===== src/rtl/frame_timing_gen.sv =====
// Frame/line timing generator.
// Produces the outV/outH strobes for the image-source stage. A frame is
// vertical front porch, active lines, vertical back porch, then inter-frame
// blanking. Every output is a register fed from the next-state logic, so the
// strobes change exactly one cycle after the state decision is made.
module frame_timing_gen #(
  parameter int H_ACTIVE   = 2448,
  parameter int H_BLANK    = 64,
  parameter int V_ACTIVE   = 2048,
  parameter int V_FRONT    = 4,
  parameter int V_BACK     = 4,
  parameter int F_BLANK    = 16,
  parameter int NUM_FRAMES = 0
) (
  input  logic        clk,
  input  logic        rst,
  input  logic        start,
  input  logic        stop,
  output logic        outV,
  output logic        outH,
  output logic        frame_done,
  output logic        busy,
  output logic [15:0] line_cnt,
  output logic [15:0] frame_cnt
);

  // Horizontal geometry.
  localparam int LINE = H_ACTIVE + H_BLANK;
  localparam int HW   = $clog2(LINE);

  // The vertical counter must hold the longest line sequence of any state,
  // and is never narrower than the 16-bit line_cnt view.
  localparam int MAX_FA = (V_FRONT > V_ACTIVE) ? V_FRONT : V_ACTIVE;
  localparam int MAX_BF = (V_BACK > F_BLANK) ? V_BACK : F_BLANK;
  localparam int MAXV   = (MAX_FA > MAX_BF) ? MAX_FA : MAX_BF;
  localparam int VBITS  = $clog2(MAXV + 32'sd1);
  localparam int VW     = (VBITS > 16) ? VBITS : 16;

  localparam logic [HW-1:0] H_ZERO = HW'(1'b0);
  localparam logic [HW-1:0] H_ONE  = HW'(1'b1);
  localparam logic [HW-1:0] H_LAST = HW'(LINE - 32'sd1);
  localparam logic [HW-1:0] H_ACT  = HW'(H_ACTIVE);

  localparam logic [VW-1:0] V_ZERO  = VW'(1'b0);
  localparam logic [VW-1:0] V_ONE   = VW'(1'b1);
  // A zero-length porch wraps to all ones here; that state is then never
  // entered, so the value is never compared.
  localparam logic [VW-1:0] VF_LAST = VW'(V_FRONT - 32'sd1);
  localparam logic [VW-1:0] VA_LAST = VW'(V_ACTIVE - 32'sd1);
  localparam logic [VW-1:0] VB_LAST = VW'(V_BACK - 32'sd1);
  localparam logic [VW-1:0] FB_LAST = VW'(F_BLANK - 32'sd1);

  localparam logic [15:0] NF_TARGET = 16'(NUM_FRAMES);
  localparam logic [15:0] FRAME_MAX = 16'hFFFF;
  localparam logic        LIMITED   = (NUM_FRAMES != 32'sd0);

  typedef enum logic [2:0] {
    ST_IDLE   = 3'd0,
    ST_VFRONT = 3'd1,
    ST_ACTIVE = 3'd2,
    ST_VBACK  = 3'd3,
    ST_FBLANK = 3'd4
  } state_t;

  // Entry point of every frame and the successor of the active region,
  // with zero-length porches skipped.
  localparam state_t FIRST_STATE  = (V_FRONT == 32'sd0) ? ST_ACTIVE : ST_VFRONT;
  localparam state_t AFTER_ACTIVE = (V_BACK == 32'sd0) ? ST_FBLANK : ST_VBACK;

  state_t        state_r;
  state_t        stateNext_s;
  logic [HW-1:0] hcnt_r;
  logic [HW-1:0] hcntNext_s;
  logic [VW-1:0] vcnt_r;
  logic [VW-1:0] vcntNext_s;
  logic          stopPend_r;
  logic          stopPendNext_s;
  logic [15:0]   frameCnt_r;
  logic [15:0]   frameCntNext_s;
  logic          lineEnd_s;
  logic          runDone_s;
  logic          enterFblank_s;
  logic          outVNext_s;
  logic          outHNext_s;
  logic          outV_r;
  logic          outH_r;
  logic          frameDone_r;
  logic          busy_r;

  assign lineEnd_s     = (hcnt_r == H_LAST);
  assign runDone_s     = LIMITED && (frameCnt_r == NF_TARGET);
  assign enterFblank_s = (stateNext_s == ST_FBLANK) && (state_r != ST_FBLANK);
  assign outVNext_s    = (stateNext_s == ST_VFRONT) || (stateNext_s == ST_ACTIVE) ||
                         (stateNext_s == ST_VBACK);
  assign outHNext_s    = (stateNext_s == ST_ACTIVE) && (hcntNext_s < H_ACT);

  // State sequencing: each region lasts a whole number of lines, so every
  // transition happens on the last cycle of a line.
  always_comb begin
    stateNext_s = state_r;
    case (state_r)
      ST_IDLE: begin
        if (start) begin
          stateNext_s = FIRST_STATE;
        end else begin
          stateNext_s = ST_IDLE;
        end
      end
      ST_VFRONT: begin
        if (lineEnd_s && (vcnt_r == VF_LAST)) begin
          stateNext_s = ST_ACTIVE;
        end else begin
          stateNext_s = ST_VFRONT;
        end
      end
      ST_ACTIVE: begin
        if (lineEnd_s && (vcnt_r == VA_LAST)) begin
          stateNext_s = AFTER_ACTIVE;
        end else begin
          stateNext_s = ST_ACTIVE;
        end
      end
      ST_VBACK: begin
        if (lineEnd_s && (vcnt_r == VB_LAST)) begin
          stateNext_s = ST_FBLANK;
        end else begin
          stateNext_s = ST_VBACK;
        end
      end
      ST_FBLANK: begin
        if (lineEnd_s && (vcnt_r == FB_LAST)) begin
          if (stopPend_r || runDone_s) begin
            stateNext_s = ST_IDLE;
          end else begin
            stateNext_s = FIRST_STATE;
          end
        end else begin
          stateNext_s = ST_FBLANK;
        end
      end
      default: begin
        stateNext_s = ST_IDLE;
      end
    endcase
  end

  // Counter and bookkeeping next values: pixel/line counters, pending stop
  // and completed-frame count.
  always_comb begin
    hcntNext_s     = H_ZERO;
    vcntNext_s     = V_ZERO;
    stopPendNext_s = 1'b0;
    frameCntNext_s = frameCnt_r;
    if (state_r == ST_IDLE) begin
      // Counters rest at zero; a start captures a simultaneous stop so that
      // exactly one frame runs.
      if (stateNext_s != ST_IDLE) begin
        stopPendNext_s = stop;
        frameCntNext_s = 16'h0000;
      end else begin
        stopPendNext_s = 1'b0;
        frameCntNext_s = frameCnt_r;
      end
    end else begin
      if (lineEnd_s) begin
        hcntNext_s = H_ZERO;
      end else begin
        hcntNext_s = hcnt_r + H_ONE;
      end

      if (stateNext_s != state_r) begin
        vcntNext_s = V_ZERO;
      end else if (lineEnd_s) begin
        vcntNext_s = vcnt_r + V_ONE;
      end else begin
        vcntNext_s = vcnt_r;
      end

      // A stop only takes effect at the end of the current frame.
      if (stateNext_s == ST_IDLE) begin
        stopPendNext_s = 1'b0;
      end else begin
        stopPendNext_s = stopPend_r | stop;
      end

      if (enterFblank_s && (frameCnt_r != FRAME_MAX)) begin
        frameCntNext_s = frameCnt_r + 16'h0001;
      end else begin
        frameCntNext_s = frameCnt_r;
      end
    end
  end

  // State, counter and output registers; reset returns everything to idle.
  always_ff @(posedge clk) begin
    if (rst) begin
      state_r     <= ST_IDLE;
      hcnt_r      <= H_ZERO;
      vcnt_r      <= V_ZERO;
      stopPend_r  <= 1'b0;
      frameCnt_r  <= 16'h0000;
      outV_r      <= 1'b0;
      outH_r      <= 1'b0;
      frameDone_r <= 1'b0;
      busy_r      <= 1'b0;
    end else begin
      state_r     <= stateNext_s;
      hcnt_r      <= hcntNext_s;
      vcnt_r      <= vcntNext_s;
      stopPend_r  <= stopPendNext_s;
      frameCnt_r  <= frameCntNext_s;
      outV_r      <= outVNext_s;
      outH_r      <= outHNext_s;
      frameDone_r <= enterFblank_s;
      busy_r      <= (stateNext_s != ST_IDLE);
    end
  end

  assign outV       = outV_r;
  assign outH       = outH_r;
  assign frame_done = frameDone_r;
  assign busy       = busy_r;
  assign line_cnt   = vcnt_r[15:0];
  assign frame_cnt  = frameCnt_r;

endmodule


===== config.mk =====
export PLATFORM = sky130hd
export DESIGN_NAME = frame_timing_gen
export DESIGN_NICKNAME = d
export VERILOG_FILES = /design/src/rtl/frame_timing_gen.sv
export SDC_FILE = /design/constraint.sdc
export NUM_CORES = 1
export LEC_CHECK = 0
export CORE_MARGIN = 1
export CORE_UTILIZATION = 58
export CTS_BUF_LIST = sky130_fd_sc_hd__clkbuf_16
export CTS_CLUSTER_DIAMETER = 200
export CTS_CLUSTER_SIZE = 25
export DETAILED_ROUTE_END_ITERATION = 10
export PLACE_DENSITY = 0.85
export SLEW_MARGIN = 20
export SYNTH_ARGS = -nofsm -noshare
export SYNTH_HDL_FRONTEND = slang
export SYNTH_SLANG_ARGS = --single-unit

===== constraint.sdc =====
create_clock -name clk -period 3.92 [get_ports clk]
set_input_delay 0.784 -clock clk [delete_from_list [all_inputs] [get_ports clk]]
set_output_delay 0.784 -clock clk [all_outputs]
set_load 0.01 [all_outputs]

Word level (Yosys, flattened, before mapping)
Cells that the tools add are included.
Widths: inputs -> output; s select.
{"block": "totals", "reg_bits": 52, "in_bits": 4, "out_inout_bits": 36, "word_cells": 59}
{"block": "classes", "add_sub_neg": 3, "magnitude_cmp": 1, "n_eq_ne": 16, "muxes": 15, "bitwise": 1, "reduce_logical": 14}
{"operator": "$mux 16", "count": 3}
{"operator": "$add 16x1->16 const B", "count": 2}
{"operator": "$mux 12", "count": 2}
{"operator": "$eq 16x11->1 const B", "count": 1}
{"operator": "$eq 16x2->1 const B", "count": 1}
{"operator": "$eq 16x4->1 const B", "count": 1}
{"operator": "$ne 16x16->1 const B", "count": 1}
{"operator": "$pmux 3 s5", "count": 1}
{"operator": "$add 12x1->12 const B", "count": 1}
{"operator": "$eq 12x12->1 const B", "count": 1}
{"operator": "$eq 3x2->1 const B", "count": 4}
{"operator": "$lt 12x12->1 const B", "count": 1}
{"operator": "$eq 3x1->1 const B", "count": 2}
{"operator": "$eq 3x3->1 const B", "count": 2}
{"operator": "$logic_and 1x1->1", "count": 6}
{"operator": "$logic_not 3->1", "count": 2}
{"operator": "$mux 1", "count": 6}
{"operator": "$mux 3", "count": 2}
{"operator": "$ne 3x3->1", "count": 1}
{"operator": "$ne 3x3->1 const B", "count": 1}
{"operator": "$reduce_bool 3->1", "count": 1}
{"operator": "$reduce_or 3->1", "count": 1}
{"operator": "$logic_or 1x1->1", "count": 2}
{"operator": "$mux 2", "count": 1}
{"operator": "4 further kinds", "count": 4}

Depth between registers and ports, before layout
{"block": "depth", "ltp_word": 9, "mapped_depth": 10, "ltp_nobuf": 7}

Least setup slack after synthesis
Ideal clock, no wire load.
{"block": "synth_path", "path_type": "register to register", "from": "reg vcnt_r[0], in the netlist line_cnt[0]", "to": "reg vcnt_r[0], in the netlist line_cnt[0]", "setup_ns": 0.120, "arrival_ns": 2.080, "required_ns": 3.800, "path_slack_ns": 1.720, "stages_incl_launch_ff": 8, "path_buffers": 0, "period_less_slack_ns": 2.200, "path_cell_list": "dfxtp_1 > ha_1 > nand3_2 > or4b_1 > or4_4 > nor3b_2 > a21oi_4 > nor2_1"}
{"block": "synth_between", "elab_chain_cells": 6, "word_cells_on_any_way": 14, "cone_classes": "add/sub: 1; eq/ne: 4; mux: 5; reduce/logical: 4"}
{"item": "from (decl)", "line_no": "74", "source": "logic [VW-1:0] vcnt_r;"}
{"item": "from (signal assigned)", "line_no": "209", "source": "vcnt_r <= vcntNext_s;"}
{"item": "$eq 16x4->1 (tied with other cells)", "line_no": "131", "source": "if (lineEnd_s && (vcnt_r == FB_LAST)) begin"}
{"item": "$logic_and 1x1->1 (on tied branches)"}
{"item": "$mux 3 (tied with other cells)", "line_no": "131"}
{"item": "$pmux 3 s5", "line_no": "101", "source": "case (state_r)"}
{"item": "$ne 3x3->1", "line_no": "171", "source": "if (stateNext_s != state_r) begin"}
{"item": "$reduce_or 3->1 (no source line)"}
Several ways; a longest one is shown, not always the timed one.
A chain may end at the register's enable or synchronous reset.

Worst setup path in the final report
{"block": "layout_path", "from": "reg hcnt_r[0]", "to": "reg frameCnt_r[3], in the netlist frame_cnt[3]"}
{"block": "layout_between", "elab_chain_cells": 9, "word_cells_on_any_way": 16, "cone_classes": "eq/ne: 3; mux: 5; reduce/logical: 8"}
{"item": "from (decl)", "line_no": "72", "source": "logic [HW-1:0] hcnt_r;"}
{"item": "from (signal assigned)", "line_no": "208", "source": "hcnt_r <= hcntNext_s;"}
{"item": "$eq 12x12->1 *", "line_no": "90", "source": "assign lineEnd_s = (hcnt_r == H_LAST);"}
{"item": "$logic_and 1x1->1 (on tied branches)"}
{"item": "$mux 3 (tied with other cells)", "line_no": "131"}
{"item": "$pmux 3 s5 *", "line_no": "101"}
{"item": "$eq 3x3->1", "line_no": "92", "source": "assign enterFblank_s = (stateNext_s == ST_FBLANK) && (state_r != ST_FBLANK);"}
{"item": "$logic_and 1x1->1", "line_no": "92"}
{"item": "$logic_and 1x1->1", "line_no": "186", "source": "if (enterFblank_s && (frameCnt_r != FRAME_MAX)) begin"}
{"item": "$reduce_bool 2->1 (no source line)"}
{"item": "$reduce_and 2->1 (no source line) *"}
{"item": "to (signal assigned)", "line_no": "211", "source": "frameCnt_r <= frameCntNext_s;"}
{"item": "to (decl)", "line_no": "78", "source": "logic [15:0] frameCnt_r;"}
Mark *: on every way between the ends. The rest lies on a longest branch, timed or not.

==> out/qor.json <==
{
  "cts_max_path_buffers": 2,
  "grt_antenna_before_repair": 0,
  "routed-via-count": 2525,
  "worst-setup-path-type": "reg2reg",
  "detailed_place_hpwl_um": 4390,
  "ant_nets": 0,
  "synthXorXnorAreaFrac_pct": 8.01,
  "combPwrFrac_pct": 5.3,
  "gr-total-overflow": 0,
  "design.final.nets": 377,
  "yosys_warnings": 0,
  "drt-pass1-iter-count": 7,
  "post_synth_and_or_nand_nor_area_fraction_pct": 37.3,
  "number_of_global_route_vias_before_repair": 2255,
  "placement.io_buffers": 39,
  "clk_transition_reported_paths_ns": 0.06,
  "chipWidth_um": 70.7,
  "synth.distinct_cells": 49,
  "cts_post_setup_buffers_inserted": 0,
  "drt-wirelength-per-cell_um": 14.7,
  "failed_checks": "design-rule violations",
  "final.min_clock_period_ns": 2.60,
  "timing_max_transition_violations_final": 0,
  "die_h_um": 70.7,
  "worst_pin_slew_ns": 0.699,
  "initial_core_util_pct": 61.5,
  "startpoint_type": "register",
  "htreeDepth": 2,
  "worstHoldPathType": "reg2reg",
  "dieArea_um2": 4990,
  "clockRootBuffer": "sky130_fd_sc_hd__clkbuf_16",
  "cts.sink_count": 52,
  "synth_top_area_share_pct": 38.1,
  "grt_util_all_layers_pct": 26.1,
  "synth-edff-count": 0,
  "routabilityCongestion": 0.838,
  "p_int_w": 0.000853,
  "drive_above_1_share_pct": 6.20,
  "yosys-top-cells-area": "sky130_fd_sc_hd__dfxtp_1 (38%), sky130_fd_sc_hd__nor2_1 (5.9%), sky130_fd_sc_hd__nand2_1 (5.2%), sky130_fd_sc_hd__xnor2_1 (5.1%), sky130_fd_sc_hd__nor3_1 (4.8%)",
  "syn_inst": 335,
  "synth-adder-area-share_pct": 1.37,
  "outcome": "complete, but fails checks",
  "timing.critical_path.arrival_ns": 2.78,
  "per_instance_average_area_after_synthesis_um2": 8.16,
  "max_freq_mhz": 385,
  "routed_wl_um": 6210,
  "critPathMaxFanout": 17,
  "fin_skew_ns": 0.00567,
  "floorplan.io_pins": 40,
  "tritoncts_clock_tree": "done",
  "drt_iter0_markers": 203,
  "switching_power_w": 0.000223,
  "postSynthNetCount": 342,
  "power.ir.vdd_worst_uv": 216,
  "maxSlewHeadroom_pct": 53.2,
  "dominant_combinational_cell_family_by_area_after_synthesis": "simple AND/OR/NAND/NOR gates",
  "cts_made_buffers": 5,
  "netlist_area_before_placement_um2": 2740,
  "setup_viol_count_final": 0,
  "grt_max_degree": 42,
  "timing.critical_path.cells": "ha_1 > and3_1 > nand4b_4 > nor3_1 > and3_1 > a21oi_1 > a31o_2",
  "leakage_nw": 1.14,
  "nFillCells": 350,
  "worst_setup_path_end_kind": "register",
  "cp_common_cell": "sky130_fd_sc_hd__and3_1",
  "first_pass_grt_wire_length_um": 10400,
  "critPathSlowestCell": "sky130_fd_sc_hd__and3_1",
  "synth-compound-area-share_pct": 9.19,
  "std_cell_rows": 24,
  "timing.setup.tns_ns": 0,
  "yosys.area.top_type": "sky130_fd_sc_hd__dfxtp_1",
  "antenna_cells": 0,
  "post-synth-top-count-cell": "sky130_fd_sc_hd__dfxtp_1",
  "place.detailed.instances": 415,
  "rsz_0062_raised_after_global_routing": "false",
  "synth_top_cells_by_count": "sky130_fd_sc_hd__dfxtp_1 (52), sky130_fd_sc_hd__nor2_1 (43), sky130_fd_sc_hd__nand2_1 (38)",
  "worst_skew_pair.late_latency_ns": 0.29,
  "worst_ep_required_time_ns": 4.10,
  "min_period_over_period_pct": 66.2,
  "yosys-mux-area-fraction_pct": 2.56,
  "power_switching_share_pct": 20.8,
  "hold_violations": 0,
  "share_of_power_burned_in_registers_pct": 50.0,
  "ys_async_sr_fraction_pct": 0,
  "power.clock.fraction_pct": 44.7,
  "fp.coreArea_um2": 4440,
  "cts_repair_resize_count": 0,
  "max_stage_delay_ns": 0.56,
  "power.density_nw_per_um2": 325,
  "max_cap_viol_count": 0,
  "ys_ff_latch": 52,
  "syn_to_final_growth_pct": 21.1,
  "synth-seq-area-share_pct": 38.1,
  "instances_no_fill": 423,
  "route.detailed.drc": 7,
  "routed_via_density": 5.97,
  "cts_hold_repair.buffers": 0,
  "postSynth.topFlopCell": "sky130_fd_sc_hd__dfxtp_1"
}
==> area by class of cell <==
type | instances | area [um^2] | area share (%)
Timing Repair Buffer | 42 | 413 | 12.5
Sequential cell | 52 | 1040 | 31.4
Inverter | 8 | 30.0 | 0.907
Clock buffer | 5 | 125 | 3.78
Multi-Input combinational cell | 261 | 1600 | 48.3
Clock inverter | 3 | 38.8 | 1.17
Tap cell | 52 | 65.1 | 1.96
==> sequential cells by signal (all words and copies together), names as in the netlist <==
signal and cells:
hcnt_r 12, busy 1, outH 1, outV 1
frame_done 1, line_cnt 16, state_r 3, frame_cnt 16
stopPend_r 1
==> layout by cell type, fill, tap and decap left out, types with 3 or more instances in the layout <==
cell,count
sky130_fd_sc_hd__or3_1,7
sky130_fd_sc_hd__nor2_1,43
sky130_fd_sc_hd__nand4_1,7
sky130_fd_sc_hd__dfxtp_1,52
sky130_fd_sc_hd__ha_1,3
sky130_fd_sc_hd__nor3b_1,11
sky130_fd_sc_hd__o21ai_0,10
sky130_fd_sc_hd__inv_1,9
sky130_fd_sc_hd__nand2_1,38
sky130_fd_sc_hd__nand3_1,23
sky130_fd_sc_hd__clkbuf_16,5
sky130_fd_sc_hd__and3_1,9
sky130_fd_sc_hd__xor2_1,9
sky130_fd_sc_hd__xnor2_1,16
sky130_fd_sc_hd__a21oi_1,11
sky130_fd_sc_hd__mux2i_1,7
sky130_fd_sc_hd__nor4_1,3
sky130_fd_sc_hd__and3b_1,3
sky130_fd_sc_hd__buf_4,3
sky130_fd_sc_hd__nor3_1,26
sky130_fd_sc_hd__clkdlybuf4s50_1,39
==> worst paths after layout <==
kind,to,depth (start not counted),startpoint,slack [ns]
setup / recovery,frame_cnt[3],7,hcnt_r[0],1.32
hold / removal,hcnt_r[0],1,hcnt_r[0],0.49
setup reg to reg,frame_cnt[3],7,hcnt_r[0],1.32
hold reg to reg,hcnt_r[0],1,hcnt_r[0],0.49
==> stage by stage <==
step	setup slack [ns]	instance area (um^2)	power (W)	utilization (%)	hold slack (ns)
global placement	1.44	3150	0.000605	70.8	0.467
global route	1.04	3310	0.00111	74.5	0.520
floorplan	1.72	2740	0.000586	-	0.453
CTS	1.34	3310	0.00108	74.5	0.488
finish	1.32	3310	0.00108	74.5	0.486
detailed placement	1.34	3150	0.000606	70.8	0.473
==> critical path: cells and delay by family, from the launching register on <==
kind,cells,cell delay [ns]
and+or+nand+nor,4,1.43
DFF,1,0.40
adders and majority gates,1,0.29
AOI/OAI and AO/OA,2,0.35
==> cell families (layout without fill, tap and decap cells) <==
group                    Yosys count  in the layout
XOR/XNOR                          25             25
adder cells (fa/ha/maj)            3              3
multiplexers                       7              7
buffers and inverters             22             58
AO/OA/AOI/OAI                     36             36
AND/OR/NAND/NOR                  190            190
flip-flops                        52             52
==> metal layers <==
| metal | share of wire, % | wire length (um) | GRT usage [%] |
|---|---|---|---|
| met3 | 5.4 | 333 | 5.13 |
| met5 | 0 | 0 | 0 |
| met1 | 46 | 2850 | 32.7 |
| met2 | 47 | 2940 | 45.6 |
| met4 | 1.4 | 85 | 8.00 |
==> power groups by stage <==
stage	registers (W)	logic [W]	clock network, W
2_1_floorplan	0.000548	0.0000378	0
3_3_place_gp	0.000550	0.0000551	0
3_5_place_dp	0.000550	0.0000561	0
4_1_cts	0.000538	0.0000565	0.000485
5_1_grt	0.000539	0.0000621	0.000507
6_report	0.000538	0.0000568	0.000481
Power figures use the tool's default switching activity.
